===== config.mk =====
export PLATFORM = sky130hd
export DESIGN_NAME = adc_sample_decimator
export DESIGN_NICKNAME = d
export VERILOG_FILES = /design/src/rtl/adc_sample_decimator.sv
export SDC_FILE = /design/constraint.sdc
export NUM_CORES = 1
export LEC_CHECK = 0
export BUFFER_PORTS_ARGS = -buffer_cell sky130_fd_sc_hd__buf_2
export CORE_UTILIZATION = 61
export CTS_BUF_LIST = sky130_fd_sc_hd__clkbuf_2 sky130_fd_sc_hd__clkbuf_4 sky130_fd_sc_hd__clkbuf_8
export DETAILED_ROUTE_END_ITERATION = 8
export GPL_TIMING_DRIVEN = 0
export PLACE_DENSITY = 0.9
export SYNTH_ARGS = -nofsm -noshare
export SYNTH_HDL_FRONTEND = slang
export SYNTH_SLANG_ARGS = --single-unit

===== constraint.sdc =====
create_clock -name clk -period 3.45 [get_ports clk]
set_input_delay 0.5175 -clock clk [delete_from_list [all_inputs] [get_ports clk]]
set_output_delay 0.5175 -clock clk [all_outputs]
set_load 0.05 [all_outputs]

===== src/rtl/adc_sample_decimator.sv =====
// Offset-binary ADC front end: converts to two's complement and boxcar-averages
// 2^R valid samples per output. Optional rail-code detection under ADC_SAT_DETECT_EN.
module adc_sample_decimator #(
  parameter  int DATA_WIDTH     = 12,
  parameter  int MAX_LOG2_RATIO = 4,
  localparam int ACC_WIDTH      = DATA_WIDTH + MAX_LOG2_RATIO,
  localparam int RW             = $clog2(MAX_LOG2_RATIO + 1)
) (
  input  logic                  clk,
  input  logic                  rst,
  input  logic                  in_valid,
  input  logic [DATA_WIDTH-1:0] in_data,
  input  logic [RW-1:0]         log2_ratio,
  output logic                  out_valid,
  output logic [DATA_WIDTH-1:0] out_data,
  output logic                  out_clip
);

  logic signed [DATA_WIDTH-1:0]     s;
  logic signed [ACC_WIDTH-1:0]      s_ext;
  logic signed [ACC_WIDTH-1:0]      acc;
  logic signed [ACC_WIDTH-1:0]      sum;
  logic        [DATA_WIDTH-1:0]     avg;
  logic        [MAX_LOG2_RATIO-1:0] cnt;
  logic        [MAX_LOG2_RATIO-1:0] cnt_last;
  logic        [RW-1:0]             r_l;
  logic        [RW-1:0]             r_clamp;
  logic        [RW-1:0]             r_eff;
  logic                             first;
  logic                             window_end;

  // NOTE: every always_comb output is assigned on every path, so no latches are inferred.
  always_comb begin
    s        = {~in_data[DATA_WIDTH-1], in_data[DATA_WIDTH-2:0]};
    s_ext    = {{MAX_LOG2_RATIO{s[DATA_WIDTH-1]}}, s};
    r_clamp  = (log2_ratio > RW'(MAX_LOG2_RATIO)) ? RW'(MAX_LOG2_RATIO) : log2_ratio;
    first    = (cnt == '0);
    // The first sample of a window already uses the ratio it is about to latch.
    r_eff    = first ? r_clamp : r_l;
    cnt_last = ~({MAX_LOG2_RATIO{1'b1}} << r_eff);
    window_end = in_valid && (cnt == cnt_last);
    sum      = acc + s_ext;
    avg      = DATA_WIDTH'(sum >>> r_eff);
  end

  // NOTE: sequential state uses non-blocking assignments so all registers update together.
  always_ff @(posedge clk) begin
    if (rst) begin
      out_valid <= 1'b0;
      out_data  <= '0;
      acc       <= '0;
      cnt       <= '0;
      r_l       <= '0;
    end else begin
      out_valid <= 1'b0;
      if (in_valid) begin
        if (first) r_l <= r_clamp;
        if (window_end) begin
          out_data  <= avg;
          out_valid <= 1'b1;
          acc       <= '0;
          cnt       <= '0;
        end else begin
          acc <= sum;
          cnt <= cnt + 1'b1;
        end
      end
    end
  end

`ifdef ADC_SAT_DETECT_EN
  logic rail;
  logic clip_flag;

  assign rail = (in_data == '0) || (in_data == '1);

  // Sticky per-window flag; out_clip snapshots it alongside out_data.
  always_ff @(posedge clk) begin
    if (rst) begin
      clip_flag <= 1'b0;
      out_clip  <= 1'b0;
    end else if (in_valid) begin
      if (window_end) begin
        out_clip  <= clip_flag | rail;
        clip_flag <= 1'b0;
      end else begin
        clip_flag <= clip_flag | rail;
      end
    end
  end
`else
  assign out_clip = 1'b0;
`endif

endmodule


==> results of run 1 <==
[power by group through the flow]
stage / sequential (W) / combinational (W) / clock (W)
global placement: 0.000491 / 0.000791 / 0
detailed placement: 0.000493 / 0.000809 / 0
global route: 0.000490 / 0.000901 / 0.000404
floorplan: 0.000516 / 0.000607 / 0
finish: 0.000485 / 0.000837 / 0.000379
CTS: 0.000484 / 0.000816 / 0.000385
[cell type report]
type | count | area (um^2)
tap | 67 | 83.8
multi-input combinational | 310 | 2120
inverter | 7 | 26.3
clock buffer | 6 | 76.3
buffer | 23 | 118
fill | 396 | 1400
timing repair buffer | 29 | 145
clock inverter | 2 | 35.0
sequential | 36 | 721
[logic make-up after synthesis]
kind of cell             count (synthesis)  synth area share (%)
multiplexers                            23                  8.94
AND/OR/NAND/NOR                        138                  22.1
AO/OA/AOI/OAI                          113                  27.1
XOR/XNOR                                17                  4.99
buffers and inverters                   30                  4.83
other                                    1                 0.126
flip-flops                              36                  24.2
adder cells (fa/ha/maj)                 18                  7.81
[cells in the final DEF (no fill, tap or decap), drive strengths merged, types with 15 or more instances in the layout]
master	netlist	final
buf	15	44
ha	17	17
a21oi	30	30
dfxtp	36	36
mux2i	16	16
o21ai	17	17
nand2b	15	15
nor2	49	49
nand2	27	27
[worst max-delay path: stages (launching register included)]
cell	delay, ns
dfxtp_1	0.34
ha_1	0.19
inv_1	0.06
fa_1	0.40
nand2b_1	0.19
a21oi_2	0.32
o41a_2	0.22
xor2_1	0.31
mux2i_1	0.12
mux2_2	0.32
mux2_2	0.29
a211oi_2	0.22
[sequential cells by signal, summed over array words and instances (netlist names)]
register,cells
out_data,12
acc,16
out_valid,1
cnt,4
r_l,3
[through the flow]
step	area [um^2]	instances	util (%)
after floorplan	2980	376	-
after global placement	3210	472	68.0
after detailed placement	3210	472	68.0
after CTS	3320	480	70.3
after global routing	3320	480	70.3
final	3320	480	70.3
[per-layer routing]
metal  GRT usage [%]  routed length, um  vias to the layer above
li1                -                  -                     1459
met3            5.69                649                       25
met4            13.9                248                        0
met2            52.1               3740                      156
met1            43.5               3500                     1401
met5               0                  0                        -
[how the worst max path moves through the flow]
stage                           from          end  slack (ns)  cells after the start
after CTS                     acc[0]  out_data[6]        0.44                     11
after floorplan           in_data[0]  out_data[6]        0.68                     11
after global placement    in_data[0]  out_data[6]        0.25                     12
final                         acc[0]  out_data[6]        0.38                     11
after global routing          acc[0]  out_data[6]        0.24                     11
after detailed placement  in_data[0]  out_data[6]        0.20                     12
==> metrics, run 1 <==
core box area=4720 um^2; Synth cell types=63; Final WS setup=0.379 ns; Leakage Power=1.40 nW; status=complete, no violations; total track usage=32.6%; CP Max Fanout=6; post-synth top area share=24.2%; clock-pin slew on the worst setup and hold paths=0.07 ns; Setup Skew=0.00715 ns; WHS=0.459 ns; WHS Endpoint=out_data[4]; Relative slew margins=48.4%; antenna violations before repair=0; DRT antenna net count=0; first drt pass iteration count=5; Setup-failing EPs final=0; vias per inst=6.34; total clock sinks=36; Congestion Overflow GR=0; post-synthesis net count=412; fraction of registers with async set/reset=0%; worst reg2reg startpoint=acc[0]; Design Power=0.00170 W; die footprint=5170 um^2; Initial Util=63.1%; Worst Path Required=3.66 ns; Worst R2R Setup Slack=0.38 ns; routed len/inst=17.0 um; total CTS buffers=5; GPL Wtd Cong=0.994; post-synth top area cell=dfxtp_1; Final Slew Violations=0; layout cells sized above 1=16.9%; RSZ-0062 raised after global routing=false; Psw=0.000697 W; yosys warns=0; reg2reg end=out_data[6]; Pwr Density=512 nW/um^2; EDFF count, synth=0; CP startpoint kind=register; final hold vios=0; Int Pwr=0.00100 W; CTS tree=yes; drt drc=0; Period minus WS final=3.07 ns; n_diodes=0; clock share of power=22.3%; crit end category=register; Mapped Cells=376; worst hold-check path type=register to register; Die X=71.9 um; ys flop type=dfxtp_1; number of setup buffers added after CTS=0; Mean Syn Cell Area=7.93 um^2; Setup Slack @ Placement=0.205 ns; TNS Setup=0 ns; htree depth=2; DP Wirelength=6020 um; top cells by area, synth=dfxtp_1 (24%), ha_1 (7.1%), nor2_1 (6.2%), mux2i_1 (5.0%), a21oi_1 (4.7%); Die Y=71.9 um; largest net degree at the start of global routing=12; hold path cells=2; Net Sw Frac=41.0%; hold-fix buffers at CTS=0; port buffer count=29; FF+latch count, synth=36; Max Cap Viol=0; Worst Hold Launch=out_data[4]; total routed wirelength=8140 um; sequential fraction of the synthesis area=24.2%; f_max=326 MHz; vias in the first global route=2753; count leader, synth=nor2_1; Bufs on Longest Clock Path=2; Least-Margin Pin Slew=0.774 ns; Vias=3041; Root Driver=clkbuf_8; area grow syn2layout=11.4%; Critical Path AT=3.28 ns; Worst-Skew Late Latency=0.30 ns; Flop pwr share=28.5%; Post-synth top cells=nor2_1 (49), dfxtp_1 (36), a21oi_1 (28), nand2_1 (27), ha_1 (17); Peak supply drop=0.000248 V; # IOs=32; Final Cycle Share=89.0%; FF-to-FF path depth=11; Crit Path Class=register to register; Synth Cell Area=2980 um^2; final net count=448; CTS resizes=0; global-route wire length before repair=13100 um; Iter 0 DRT Violations=297; logic gate share of total power=49.2%; row count=25
No activity file was read; power rests on OpenSTA's default activity.
==> run 2: changes to the inputs <==
--- a/config.mk
+++ b/config.mk
@@ -8,8 +8,9 @@
 export BUFFER_PORTS_ARGS = -buffer_cell sky130_fd_sc_hd__buf_2
 export CORE_UTILIZATION = 61
 export CTS_BUF_LIST = sky130_fd_sc_hd__clkbuf_2 sky130_fd_sc_hd__clkbuf_4 sky130_fd_sc_hd__clkbuf_8
+export CTS_CLUSTER_DIAMETER = 150
 export DETAILED_ROUTE_END_ITERATION = 8
-export GPL_TIMING_DRIVEN = 0
+export GPL_TIMING_DRIVEN = 1
 export PLACE_DENSITY = 0.9
 export SYNTH_ARGS = -nofsm -noshare
 export SYNTH_HDL_FRONTEND = slang
==> run 2 against run 1 <==
Compared with the run above:
- setup slack worse by 0.11 ns
- clock skew up 0.0011 ns
- core utilization down 1.5 points
- flip-flop and latch count unchanged
- combinational power down 2%
- die area unchanged
- clock-buffer cell count down 1
- final area down 2.1%
- sequential power about the same
==> metrics, run 2 (same netlist as run 1, synthesis figures left out) <==
number of flip-flops under the largest register name=16; CP top delay family=compound AO/OA/AOI/OAI gates; Final Slew Violations=0; Design Power=0.00161 W; Flop pwr share=30.2%; total track usage=30.5%; RSZ-0062 raised after global routing=false; n_diodes=0; Int Pwr=0.000921 W; Reg with most FFs=acc; DRT antenna net count=0; clock-pin slew on the worst setup and hold paths=0.08 ns; status=complete, no violations; Critical Path AT=3.34 ns; htree depth=2; Max Cap Viol=0; Non-Filler Instances=466; CTS resizes=0; GPL Wtd Cong=0.982; cell area after layout=3250 um^2; Setup-failing EPs final=0; CP Max Fanout=18; Worst-Skew Late Latency=0.29 ns; placed cell count=458; largest net degree at the start of global routing=37; logic gate share of total power=50.9%; Relative slew margins=55.6%; final hold vios=0; CP startpoint kind=register; TNS Setup=0 ns; biggest regs=acc: 16 flops, out_data: 12 flops, cnt: 4 flops; gr busiest metal=met2; most common cell after layout, fill and taps aside=nor2_1; Die Y=71.9 um; final net count=434; Post-DP Area=3160 um^2; global-route wire length before repair=12600 um; row count=25; clock share of power=18.8%; vias per inst=6.24; area of the multi-input gates=2120 um^2; Bufs on Longest Clock Path=2; Crit Path Class=register to register; vias in the first global route=2701; Final Cycle Share=92.1%; routed len/inst=15.9 um; Least-Margin Pin Slew=0.665 ns; f_max=315 MHz; Vias=2907; Crit-path slowest cell=o2111a_1; Congestion Overflow GR=0; # IOs=32; number of setup buffers added after CTS=0; Iter 0 DRT Violations=255; Worst Path Required=3.61 ns; Pwr Density=495 nW/um^2; total routed wirelength=7390 um; met2 Use GR=48.6%; die footprint=5170 um^2; M3 GR Usage=4.86%; DP Wirelength=5470 um; Most common cell on crit path=nor2_1; Die X=71.9 um; Setup Skew=0.00829 ns; antenna violations before repair=0; global routing usage on met1=42.4%; total CTS buffers=5; worst hold-check path type=register to register; crit path cell chain=inv_1 > ha_1 > nor3b_4 > mux2i_4 > nand4_1 > a21oi_1 > o2111a_1 > buf_4 > nor2_1 > mux2i_1 > nor2_1; Initial Util=63.1%; Net Sw Frac=42.8%; Psw=0.000689 W; register area=721 um^2; most frequent cells in the layout=nor2_1 (49), dfxtp_1 (36), buf_2 (30); crit end category=register; area grow syn2layout=9.06%; Period minus WS final=3.18 ns; CTS tree=yes; fillers=387; total clock sinks=36; Peak supply drop=0.000237 V; core box area=4720 um^2; first drt pass iteration count=5; WP buf/inv=2; Leakage Power=1.36 nW; layout cells sized above 1=16.8%; biggest cell delay along the critical path=0.64 ns; Root Driver=clkbuf_8; drt drc=0; Worst R2R Setup Slack=0.27 ns; hold-fix buffers at CTS=0; port buffer count=30
-- run 2: final cells by class --
class	count	area share (%)
multi-input combinational	310	65.3
sequential	36	22.2
timing repair buffer	38	6.46
tap	67	2.58
clock buffer	5	2.12
inverter	7	0.808
clock inverter	3	0.577
-- run 2: layer usage --
metal	routed length (um)	vias to the layer above	share of wire, %
met5	0	-	0
met4	103	0	1.4
met3	369	10	5.0
met2	3450	95	47
met1	3470	1369	47
li1	-	1433	-
-- run 2: worst paths after layout --
check | startpoint | endpoint | cells after the start
max reg2reg | cnt[1] | acc[3] | 11
max | cnt[1] | acc[3] | 11
min | acc[5] | acc[5] | 2
min reg2reg | acc[5] | acc[5] | 2
-- run 2: through the flow --
stage / hold WS [ns] / util [%] / setup WS [ns]
3_3_place_gp: 0.459 / 66.9 / 0.235
5_1_grt: 0.502 / 68.8 / 0.0185
3_5_place_dp: 0.464 / 66.9 / 0.148
2_1_floorplan: 0.450 / - / 0.678
6_report: 0.476 / 68.8 / 0.271
4_1_cts: 0.475 / 68.7 / 0.123
-- run 2: power groups by stage --
stage	logic [W]	registers [W]	clock network (W)
floorplan	0.000607	0.000516	0
global placement	0.000783	0.000494	0
detailed placement	0.000796	0.000496	0
CTS	0.000802	0.000487	0.000309
global route	0.000898	0.000493	0.000320
finish	0.000820	0.000487	0.000303
-- run 2: worst register-to-register path, cell delays in order, from the launching register on --
cell and delay, ns:
dfxtp_1 0.36, inv_1 0.09, ha_1 0.16, nor3b_4 0.49, mux2i_4 0.43, nand4_1 0.13, a21oi_1 0.22, o2111a_1 0.64
buf_4 0.27, nor2_1 0.06, mux2i_1 0.16, nor2_1 0.05
